### src/rtl/seg_scan_ctrl.sv
// seg_scan_ctrl: two-digit common-anode 7-segment scan driver for a 4-bit value
// shown in decimal. New values are accepted over valid/ready and committed
// only at frame boundaries.
// Optional feature macro: LAMP_TEST_EN (adds lamp_test input that lights all
// segments during digit phases).
module seg_scan_ctrl #(
  parameter int unsigned DWELL = 50000,
  parameter int unsigned GAP   = 100
) (
  input  logic       clk,
  input  logic       rst,
`ifdef LAMP_TEST_EN
  input  logic       lamp_test,
`endif
  input  logic       ld_valid,
  input  logic [3:0] ld_data,
  output logic       ld_ready,
  output logic [6:0] seg,
  output logic [1:0] an,
  output logic       frame_tick,
  output logic [3:0] cur_value
);

  localparam int unsigned MAXD = (DWELL > GAP) ? DWELL : GAP;
  localparam int unsigned CW   = $clog2(MAXD + 1);

  typedef enum logic [1:0] {S_D0, S_G0, S_D1, S_G1} state_e;

  state_e        state_q, state_d;
  logic [CW-1:0] cnt_q, cnt_d;
  logic [3:0]    pend_q, pend_d;
  logic          pend_valid_q, pend_valid_d;
  logic [3:0]    cur_q, cur_d;
  logic          last_c;
  logic          ld_ready_q;
  logic          tick_q;
  logic [1:0]    an_q, an_d;
  logic [6:0]    seg_q, seg_d;

  // Segment pattern for a single decimal digit 0-9, active-low {a..g}
  function automatic logic [6:0] digit_pat(input logic [3:0] d);
    logic [6:0] p;
    case (d)
      4'd0:    p = 7'b0000001;
      4'd1:    p = 7'b1001111;
      4'd2:    p = 7'b0010010;
      4'd3:    p = 7'b0000110;
      4'd4:    p = 7'b1001100;
      4'd5:    p = 7'b0100100;
      4'd6:    p = 7'b0100000;
      4'd7:    p = 7'b0001111;
      4'd8:    p = 7'b0000000;
      4'd9:    p = 7'b0001100;
      default: p = 7'b1111111;
    endcase
    return p;
  endfunction

  // Phase sequencing, handshake buffer and frame-boundary commit
  always_comb begin
    state_d      = state_q;
    cnt_d        = cnt_q + CW'(1);
    pend_d       = pend_q;
    pend_valid_d = pend_valid_q;
    cur_d        = cur_q;
    last_c       = 1'b0;
    case (state_q)
      S_D0, S_D1: last_c = (cnt_q == CW'(DWELL - 1));
      default:    last_c = (cnt_q == CW'(GAP - 1));
    endcase
    if (last_c) begin
      cnt_d = '0;
      case (state_q)
        S_D0:    state_d = S_G0;
        S_G0:    state_d = S_D1;
        S_D1:    state_d = S_G1;
        default: state_d = S_D0;
      endcase
    end
    // Ready is low whenever pend is full, so commit and accept are exclusive
    if (last_c && (state_q == S_G1) && pend_valid_q) begin
      cur_d        = pend_q;
      pend_valid_d = 1'b0;
    end else if (ld_valid && !pend_valid_q) begin
      pend_d       = ld_data;
      pend_valid_d = 1'b1;
    end
  end

  // Display decode for the upcoming cycle so the outputs come straight from flops
  always_comb begin
    an_d  = 2'b11;
    seg_d = 7'b1111111;
    case (state_d)
      S_D0: begin
        an_d  = 2'b10;
        seg_d = digit_pat((cur_d >= 4'd10) ? cur_d - 4'd10 : cur_d);
      end
      S_D1: begin
        an_d  = 2'b01;
        seg_d = (cur_d >= 4'd10) ? 7'b1001111 : 7'b1111111;
      end
      default: begin
        an_d  = 2'b11;
        seg_d = 7'b1111111;
      end
    endcase
  end

  // State, datapath and registered outputs; reset wins over everything
  always_ff @(posedge clk) begin
    if (rst) begin
      state_q      <= S_D0;
      cnt_q        <= '0;
      pend_q       <= '0;
      pend_valid_q <= 1'b0;
      cur_q        <= '0;
      ld_ready_q   <= 1'b1;
      tick_q       <= 1'b0;
      an_q         <= 2'b10;
      seg_q        <= 7'b0000001;
    end else begin
      state_q      <= state_d;
      cnt_q        <= cnt_d;
      pend_q       <= pend_d;
      pend_valid_q <= pend_valid_d;
      cur_q        <= cur_d;
      ld_ready_q   <= !pend_valid_d;
      tick_q       <= (state_d == S_G1) && (cnt_d == CW'(GAP - 1));
      an_q         <= an_d;
      seg_q        <= seg_d;
    end
  end

  assign ld_ready   = ld_ready_q;
  assign frame_tick = tick_q;
  assign cur_value  = cur_q;
  assign an         = an_q;

`ifdef LAMP_TEST_EN
  // Lamp test overrides the digit phases only and takes effect without delay
  assign seg = (lamp_test && (an_q != 2'b11)) ? 7'b0000000 : seg_q;
`else
  assign seg = seg_q;
`endif

endmodule

### config.mk
export PLATFORM = sky130hd
export DESIGN_NAME = seg_scan_ctrl
export DESIGN_NICKNAME = d
export VERILOG_FILES = /design/src/rtl/seg_scan_ctrl.sv
export SDC_FILE = /design/constraint.sdc
export NUM_CORES = 1
export LEC_CHECK = 0
export CORE_AREA = 5 5 64 66
export DETAILED_ROUTE_END_ITERATION = 16
export DIE_AREA = 0 0 69 71
export MAX_ROUTING_LAYER = met4
export PLACE_DENSITY = 0.86
export SLEW_MARGIN = 5
export SYNTH_ARGS = -nofsm -noshare
export SYNTH_HDL_FRONTEND = slang
export SYNTH_SLANG_ARGS = --single-unit
### constraint.sdc
create_clock -name clk -period 8 [get_ports clk]
set_clock_uncertainty 0.05 [all_clocks]
set_input_delay 1.2 -clock clk [delete_from_list [all_inputs] [get_ports clk]]
set_output_delay 1.2 -clock clk [all_outputs]
set_load 0.005 [all_outputs]
==> results.tsv, run 1 <==
metric	value	unit
Final nets	270	
Filler cells	316	
Lkg Pwr	0.000889	µW
Worst-Skew Late Latency	350	ps
IO buf count	21	
DRT Pass-1 Iters	4	
multiplexer share of the synthesized area	9.43	%
final setup margin	4480	ps
n_diodes	0	
CTS root buffer	clkbuf_4	
layout cells sized above 1	6.77	%
vias per cell	5.44	
die height	71	µm
Sequential Power Share	63.2	%
area share of the leading cell type in the synthesized netlist	37.7	%
cell chain of the critical path	nand4_1 > or4_4 > a211oi_4 > mux2i_1 > ha_1 > a221o_1 > mux2_4 > o31a_1	
Clock power frac	31.9	%
Core Util, Final	64.8	%
Slew Viols, Final	0	
critical path endpoint category	register	
DR top layer	met4	
Met1 Wirelength	1.67	mm
Peak supply drop	0.108	mV
unrepaired setup endpoints after global routing	false	
Clock Tree Buf Depth	2	
largest family of logic cells by synthesized area	simple AND/OR/NAND/NOR gates	
Synth cell types	42	
cell taking the most area after synthesis	dfxtp_1	
Psw	70.7	µW
Vias	1626	
vias in the first global route	1551	
Num CTS Buffers	5	
fmax	284	MHz
Synth-to-Final Area Change	13.2	%
first-pass GRT wire length	6.42	mm
row count	22	
CTS tree	built	
Multi-input gate area	0.00115	mm²
Die ar.	0.00490	mm²
sequential area share after synthesis	37.7	%
critical path's slowest cell	a211oi_4	
largest cells by area after synthesis	dfxtp_1 (38%), nor2_1 (7.6%), ha_1 (6.8%), mux2i_1 (6.5%), xor2_1 (3.9%)	
crit path kind	reg -> reg	
final hold slack	457	ps
slew margin rel.	45.2	%
Place WS	4560	ps
Gate Count Post-Synth	236	
Placer Congestion	0.867	
Pwr per Cell Area	136	mW/mm²
Register Area	761	µm²
gr usage total	16.4	%
area post-placement	0.00223	mm²
Hold Vio Cnt, Final	0	
Residual DRC	0	
syn avg cell area	8.55	µm²
Comb pwr share	4.8	%
Initial DRC Count	82	
Syn Nets	254	
Compound-Gate Fraction of Synth Area	11.0	%
WL final	3.77	mm
Setup TNS	0	ps
worst-margin pin slew	814	ps
R2R setup slack	4480	ps
Hold Crit Class	reg -> reg	
Avg WL per Cell	12.6	µm
Routed met3 length	144	µm
pin count of the biggest net entering global routing	23	
Setup-failing EPs final	0	
Final period util	44.0	%
finished layout cell area	0.00228	mm²
Worst Path Required	8190	ps
Sink Count	38	
buffers inserted by post-CTS timing repair	0	
crit-path max cell delay	600	ps
num ports	22	
Seq cells post-synth	38	
CTS H-tree depth	2	
dpl hpwl	2.72	mm
clock-pin slew of the registers on the worst-case setup and hold paths	110	ps
FF-to-FF Start	cnt_q[9]$_SDFF_PP0_	
core area	0.00352	mm²
max cap viols	0	
XOR/XNOR Fraction of Synth Area	6.95	%
hold_buf cts	0	
post-synthesis simple-gate area fraction	23.0	%
grt ovf	0	
Routed Antenna Nets	0	
Period minus WS final	3520	ps
# resized after CTS	0	
Synthesis Warnings	0	
metal2 WL	1.86	mm
Internal	239	µW
startpoint types	register	
outcome	completed	
fraction of the mapped netlist area in adder cells	6.82	%
Arr. time, crit path	3700	ps
Hold Crit Start	cnt_q[0]$_SDFF_PP0_	
CP Max Fanout	14	
Sw Share	22.8	%
initial antenna violation count	0	
Die W	69	µm
Mapped Area	0.00202	mm²
Initial Util	57.2	%
Worst Setup SP	cnt_q[9]$_SDFF_PP0_	
power groups by stage:
stage          logic (µW)  clock network (µW)  registers (µW)
6_report             15.0                99.0             196
5_1_grt              16.8                 111             197
4_1_cts              15.1                 102             196
3_5_place_dp         15.1                   0             200
3_3_place_gp         14.8                   0             200
2_1_floorplan        9.87                   0             199
worst paths after layout:
kind,depth (start not counted),end
worst max-delay path,8,seg[0]$_SDFF_PP1_
worst min-delay path,1,cnt_q[0]$_SDFF_PP0_
worst max register to register,8,seg[0]$_SDFF_PP1_
worst min register to register,1,cnt_q[0]$_SDFF_PP0_
worst max-delay path, delay by kind of cell (launching register included):
kind,cells,cell delay (ps)
fa+ha+maj,1,300
mux,2,640
compound gates,3,1290
simple gates,2,650
flops,1,470
sequential cells by signal, summed over array words and instances (netlist names):
name and flops:
state_q 2, cnt_q 16, an 2, pend_valid_q 1, frame_tick 1, pend_q 4, seg 7, ld_ready 1
cur_value 4
placed cells by master, fill, tap and decap left out, types with 4 or more instances in the layout:
master            n
a21oi_1           5
nand2_1          12
inv_1            12
clkbuf_4          5
nor2_1           41
nand3_1          12
o21ai_0          11
mux2_2            4
ha_1             11
nand4_1           4
nor3_1            4
mux2i_1          13
xnor2_1           7
dfxtp_1          38
xor2_1            9
clkdlybuf4s50_1  21
area by class of cell:
cell class                      count  area share (%)
Sequential cell                    38            33.3
Multi-Input combinational cell    174            50.6
Tap cell                           48            2.63
Timing Repair Buffer               21            9.21
Inverter                           12            1.97
Clock buffer                        6            2.25
routing by layer:
layer | track usage (%) | up-vias
li1 | - | 838
met5 | - | -
met1 | 17.3 | 744
met2 | 28.7 | 34
met3 | 4.40 | 10
met4 | 7.38 | 0
cell usage after synthesis, drive strengths merged:
master	instances
nand2b	3
clkbuf	7
nor3	4
or3	3
o221ai	2
a41oi	1
nor2	41
nor4bb	1
o211ai	1
inv	12
nor2b	3
a22o	1
a31oi	1
ha	11
o21a	3
o21ai	11
nand3	12
o31ai	1
a21oi	6
buf	5
mux2i	13
a211oi	2
xnor2	7
nand4	4
nor4	3
o31a	1
a221o	1
and2	3
nand2	12
and3	3
a221oi	1
xor2	9
or2	3
dfxtp	38
or4	2
mux2	5
cell families after synthesis:
family          count (synthesis)
simple gates                   97
flops                          38
compound gates                 32
buf+inv                        24
mux                            18
xor+xnor                       16
fa+ha+maj                      11
stage by stage:
stage	std cells	power, µW
3_3_place_gp	293	215
6_report	299	310
2_1_floorplan	236	209
3_5_place_dp	293	215
5_1_grt	299	324
4_1_cts	299	313
No activity file was read; power rests on OpenSTA's default activity.
==> inputs of run 2 (changes only) <==
Settings changed: CORE_AREA 5 5 64 66 to 5 5 70 72, DIE_AREA 0 0 69 71 to 0 0 75 77, PLACE_DENSITY 0.86 to 0.76.
Clock period 8 ns to 2.9 ns, I/O delays scaled along.
==> run 2 against run 1 <==
  * Design area increased by 14%
  * Die area is 18% higher
  * Combinational power increased to 3.3 times the previous value
  * Non-clock buffer count increased by 30
  * Total power grew to 3.0 times the previous value
  * Global-route usage is 1.1 points higher
  * Worst setup slack got worse by 4600 ps
  * Largest cell class unchanged
  * Sequential share of layout area fell by 4.0 points
  * Routed wire length is 18% higher
  * First-iteration DRC count grew 50%
  * The run now ends with negative setup slack left
  * Utilization is 3.1 points lower
  * Hold slack worse by 15 ps
==> results.tsv, run 2 (synthesized netlist as in run 1, its figures left out) <==
metric	value	unit
final setup margin	-89.9	ps
Worst-Skew Late Latency	290	ps
Setup TNS	-196	ps
first-pass GRT wire length	7.80	mm
max cap viols	0	
startpoint types	register	
n_diodes	0	
Final nets	300	
Routed Antenna Nets	0	
die height	77	µm
Most flops, register	cnt_q	
pin count of the biggest net entering global routing	22	
Initial DRC Count	123	
most frequent cells in the layout	nor2_1 (41), dfxtp_1 (34), buf_4 (30)	
Avg WL per Cell	13.4	µm
DRT Pass-1 Iters	4	
area post-placement	0.00245	mm²
Placer Congestion	0.937	
CTS root buffer	clkbuf_8	
Hold Crit Class	reg -> reg	
Lkg Pwr	0.00108	µW
Filler cells	361	
Clock Tree Buf Depth	2	
Multi-input gate area	0.00122	mm²
dpl hpwl	3.24	mm
row count	24	
worst-margin pin slew	760	ps
initial antenna violation count	0	
Register Area	766	µm²
vias per cell	5.22	
grt ovf	0	
outcome	finished, violations left	
Setup-failing EPs final	5	
IO buf count	21	
Period minus WS final	2990	ps
commonest non-fill, non-tap cell in the layout	nor2_1	
Num CTS Buffers	5	
layout cells sized above 1	21.6	%
Pwr per Cell Area	361	mW/mm²
Peak supply drop	0.294	mV
vias in the first global route	1749	
fmax	334	MHz
gr usage total	17.5	%
unrepaired setup endpoints after global routing	true	
Synth-to-Final Area Change	29.4	%
CP Max Fanout	6	
metal2 WL	2.34	mm
Largest register FFs	16	
finished layout cell area	0.00261	mm²
Die W	75	µm
Hold Vio Cnt, Final	0	
clock-pin slew of the registers on the worst-case setup and hold paths	70	ps
failing checks	negative setup slack	
crit path kind	reg -> reg	
CTS tree	built	
DR top layer	met4	
critical path endpoint category	register	
Met1 Wirelength	1.95	mm
slew margin rel.	48.8	%
hold_buf cts	0	
WL final	4.46	mm
Die ar.	0.00578	mm²
Final period util	103	%
Initial Util	47.6	%
Routed met3 length	126	µm
Vias	1745	
Arr. time, crit path	3130	ps
Residual DRC	0	
CTS H-tree depth	2	
Sink Count	38	
Worst Path Required	3040	ps
core area	0.00423	mm²
num ports	22	
Slew Viols, Final	0	
-- run 2: worst max-delay path, cell delays in order (launching register included) --
cell and delay, ps:
dfxtp_1 350, nand2_2 50, or4_4 500, a211oi_4 400, mux2i_2 350, ha_4 250
a221o_1 380, mux2_4 300, o31a_1 240
-- run 2: per-stage QoR --
step	std cells	setup slack (ps)	hold WS [ps]	utilization [%]	power, µW
after detailed placement	324	-65.2	418	57.9	598
after global placement	324	32.6	411	57.9	597
after global routing	334	-185	469	61.6	976
final	334	-89.9	443	61.6	941
after floorplan	236	-223	391	-	578
after CTS	331	0.556	436	59.9	945
-- run 2: metal layers --
metal | GRT usage (%) | up-vias
met5 | - | -
met4 | 5.34 | 0
met3 | 4.31 | 5
met2 | 27.4 | 29
met1 | 22.1 | 817
li1 | - | 894
-- run 2: power by group --
group	internal (µW)	switching, µW	total (µW)
clock	161	190	352
combinational	24.0	24.7	48.8
sequential	530	9.84	540
-- run 2: cell type report --
cell class	count	area share, %
Multi-Input combinational cell	174	46.7
Sequential cell	38	29.3
Clock inverter	2	0.384
Timing Repair Buffer	51	16.7
Tap cell	52	2.49
Clock buffer	5	2.64
Inverter	12	1.73
-- run 2: final timing paths --
check                        endpoint  slack [ps]  cells after the start                 start
setup / recovery    seg[0]$_SDFF_PP1_         -90                      8  cnt_q[15]$_SDFF_PP0_
hold / removal    cnt_q[0]$_SDFF_PP0_         440                      1   cnt_q[0]$_SDFF_PP0_
setup reg to reg    seg[0]$_SDFF_PP1_         -90                      8  cnt_q[15]$_SDFF_PP0_
hold reg to reg   cnt_q[0]$_SDFF_PP0_         440                      1   cnt_q[0]$_SDFF_PP0_
-- run 2: what timing repair did --
item | in CTS | in global routing
resized for setup | 3 | 16
pin swaps | 2 | 7
setup buffers | 0 | 3
endpoints found under the setup margin | 5 | 7
==> inputs of run 3 (changes only) <==
Settings changed: REMOVE_ABC_BUFFERS set to 1.
==> run 3 against run 2 <==
  * The flow still finishes with violations (negative setup slack)
  * Global-route usage rose by 0.38 points
  * Non-clock buffer count rose by 1
  * Routed wire length rose by 1.2%
  * Die area did not move
  * Final cell count rose by 0.60%
  * Total power rose by 2.7%
  * Worst setup slack improved by 0.66 ps
  * Utilization fell by 0.41 points
  * Critical path depth rose by 1
  * First-iteration DRC count rose by 6.5%
  * Combinational power fell by 1%
  * Hold slack improved by 0.90 ps
  * Critical endpoint unchanged
  * Highest routed layer unchanged
==> results.tsv, run 3 (synthesized netlist as in run 1, its figures left out) <==
metric	value	unit
outcome	finished, violations left	
failing checks	negative setup slack	
Sink Count	38	
Place WS	-69.2	ps
Multi-input gate area	0.00118	mm²
Clock Tree Buf Depth	2	
n_diodes	0	
placed cell count	321	
Psw	220	µW
commonest non-fill, non-tap cell in the layout	nor2_1	
Placer Congestion	0.890	
Comb pwr share	5.0	%
IO buf count	21	
first-pass GRT wire length	7.79	mm
CP Max Fanout	6	
cell chain of the critical path	nor4_2 > nand4_1 > buf_4 > a211oi_4 > mux2i_1 > ha_2 > a221o_1 > mux2_4 > o31a_1	
initial antenna violation count	0	
WL final	4.51	mm
Pwr Total	966	µW
crit path kind	reg -> reg	
most frequent cells in the layout	nor2_1 (41), dfxtp_1 (33), buf_4 (31)	
row count	24	
Sequential Power Share	55.9	%
Die ar.	0.00578	mm²
Num CTS Buffers	5	
Filler cells	360	
Setup-failing EPs final	7	
CTS tree	built	
Initial Util	47.6	%
finished layout cell area	0.00259	mm²
Sw Share	22.8	%
unrepaired setup endpoints after global routing	true	
vias in the first global route	1708	
Hold Crit Class	reg -> reg	
Vias	1760	
DRT Pass-1 Iters	4	
Initial DRC Count	131	
Non-Filler Instances	336	
gr usage total	17.9	%
die height	77	µm
grt ovf	0	
vias per cell	5.24	
CTS root buffer	clkbuf_8	
Final nets	301	
dpl hpwl	3.21	mm
Final period util	103	%
slew margin rel.	52.7	%
Routed Antenna Nets	0	
clock-pin slew of the registers on the worst-case setup and hold paths	80	ps
Worst Path Required	3030	ps
Residual DRC	0	
Synth-to-Final Area Change	28.5	%
worst-margin pin slew	702	ps
final setup margin	-89.2	ps
layout cells sized above 1	20.8	%
Largest register FFs	16	
Pwr per Cell Area	373	mW/mm²
Most flops, register	cnt_q	
pin count of the biggest net entering global routing	22	
Avg WL per Cell	13.4	µm
area post-placement	0.00242	mm²
CTS H-tree depth	2	
Peak supply drop	0.203	mV
Die W	75	µm
critical path endpoint category	register	
Clock power frac	39.1	%
Register Area	767	µm²
Lkg Pwr	0.00107	µW
core area	0.00423	mm²
Hold Vio Cnt, Final	0	
Worst-Skew Late Latency	290	ps
critical path's slowest cell	a221o_1	
fmax	335	MHz
startpoint types	register	
Arr. time, crit path	3120	ps
num ports	22	
worst path bufs/invs	1	
Period minus WS final	2990	ps
Crit path max-delay family	compound AO/OA/AOI/OAI gates	
Slew Viols, Final	0	
Internal	746	µW
max cap viols	0	
crit-path max cell delay	360	ps
[run 3: cell count changes in the layout (fill, tap and decap cells not counted), moves of 2 or more]
cell,change
o21ai_1,-3
nand2_2,-2
nand2_1,+2
o21ai_0,+4
[run 3: final cells by class]
| class | count | share of cell area (%) |
|---|---|---|
| multi-input combinational | 174 | 45.6 |
| sequential | 38 | 29.6 |
| timing repair buffer | 52 | 17.1 |
| clock buffer | 7 | 3.33 |
| tap | 52 | 2.51 |
| inverter | 12 | 1.74 |
| clock inverter | 1 | 0.193 |
[run 3: power by group through the flow]
stage	clock (µW)	sequential [µW]	combinational, µW
5_1_grt	413	542	53.9
2_1_floorplan	0	550	23.0
3_3_place_gp	0	551	46.1
3_5_place_dp	0	552	47.4
6_report	377	540	48.3
4_1_cts	383	540	48.1
[run 3: worst register-to-register path, delay by kind of cell, from the launching register on]
kind                     cells  cell delay [ps]
buffers and inverters        1              180
flip-flops                   1              330
multiplexers                 2              590
adder cells (fa/ha/maj)      1              330
AO/OA/AOI/OAI                3              930
AND/OR/NAND/NOR              2              470
[run 3: through the flow]
stage	utilization, %	TNS [ps]	hold WS [ps]
2_1_floorplan	-	-871	391
3_3_place_gp	57.1	0	412
3_5_place_dp	57.1	-308	422
4_1_cts	60.3	-30.8	445
5_1_grt	61.2	-1320	458
6_report	61.2	-240	443
[run 3: worst paths after layout]
check | startpoint | to | slack [ps] | cells after the start
max reg2reg | cnt_q[10]$_SDFF_PP0_ | seg[0]$_SDFF_PP1_ | -90 | 9
min reg2reg | cnt_q[0]$_SDFF_PP0_ | cnt_q[0]$_SDFF_PP0_ | 440 | 1
min | cnt_q[0]$_SDFF_PP0_ | cnt_q[0]$_SDFF_PP0_ | 440 | 1
max | cnt_q[10]$_SDFF_PP0_ | seg[0]$_SDFF_PP1_ | -90 | 9
[run 3: routing by layer]
layer | track usage (%) | share of wire, %
met5 | - | 0
met1 | 21.1 | 44
met3 | 4.97 | 3.0
met2 | 28.7 | 51
met4 | 6.23 | 1.7
[run 3: what timing repair did]
item,in CTS,in global routing
gates cloned,0,0
resized for setup,6,6
setup endpoints to repair,7,7
pin swaps,4,5
hold buffers,0,0
setup buffers,4,3
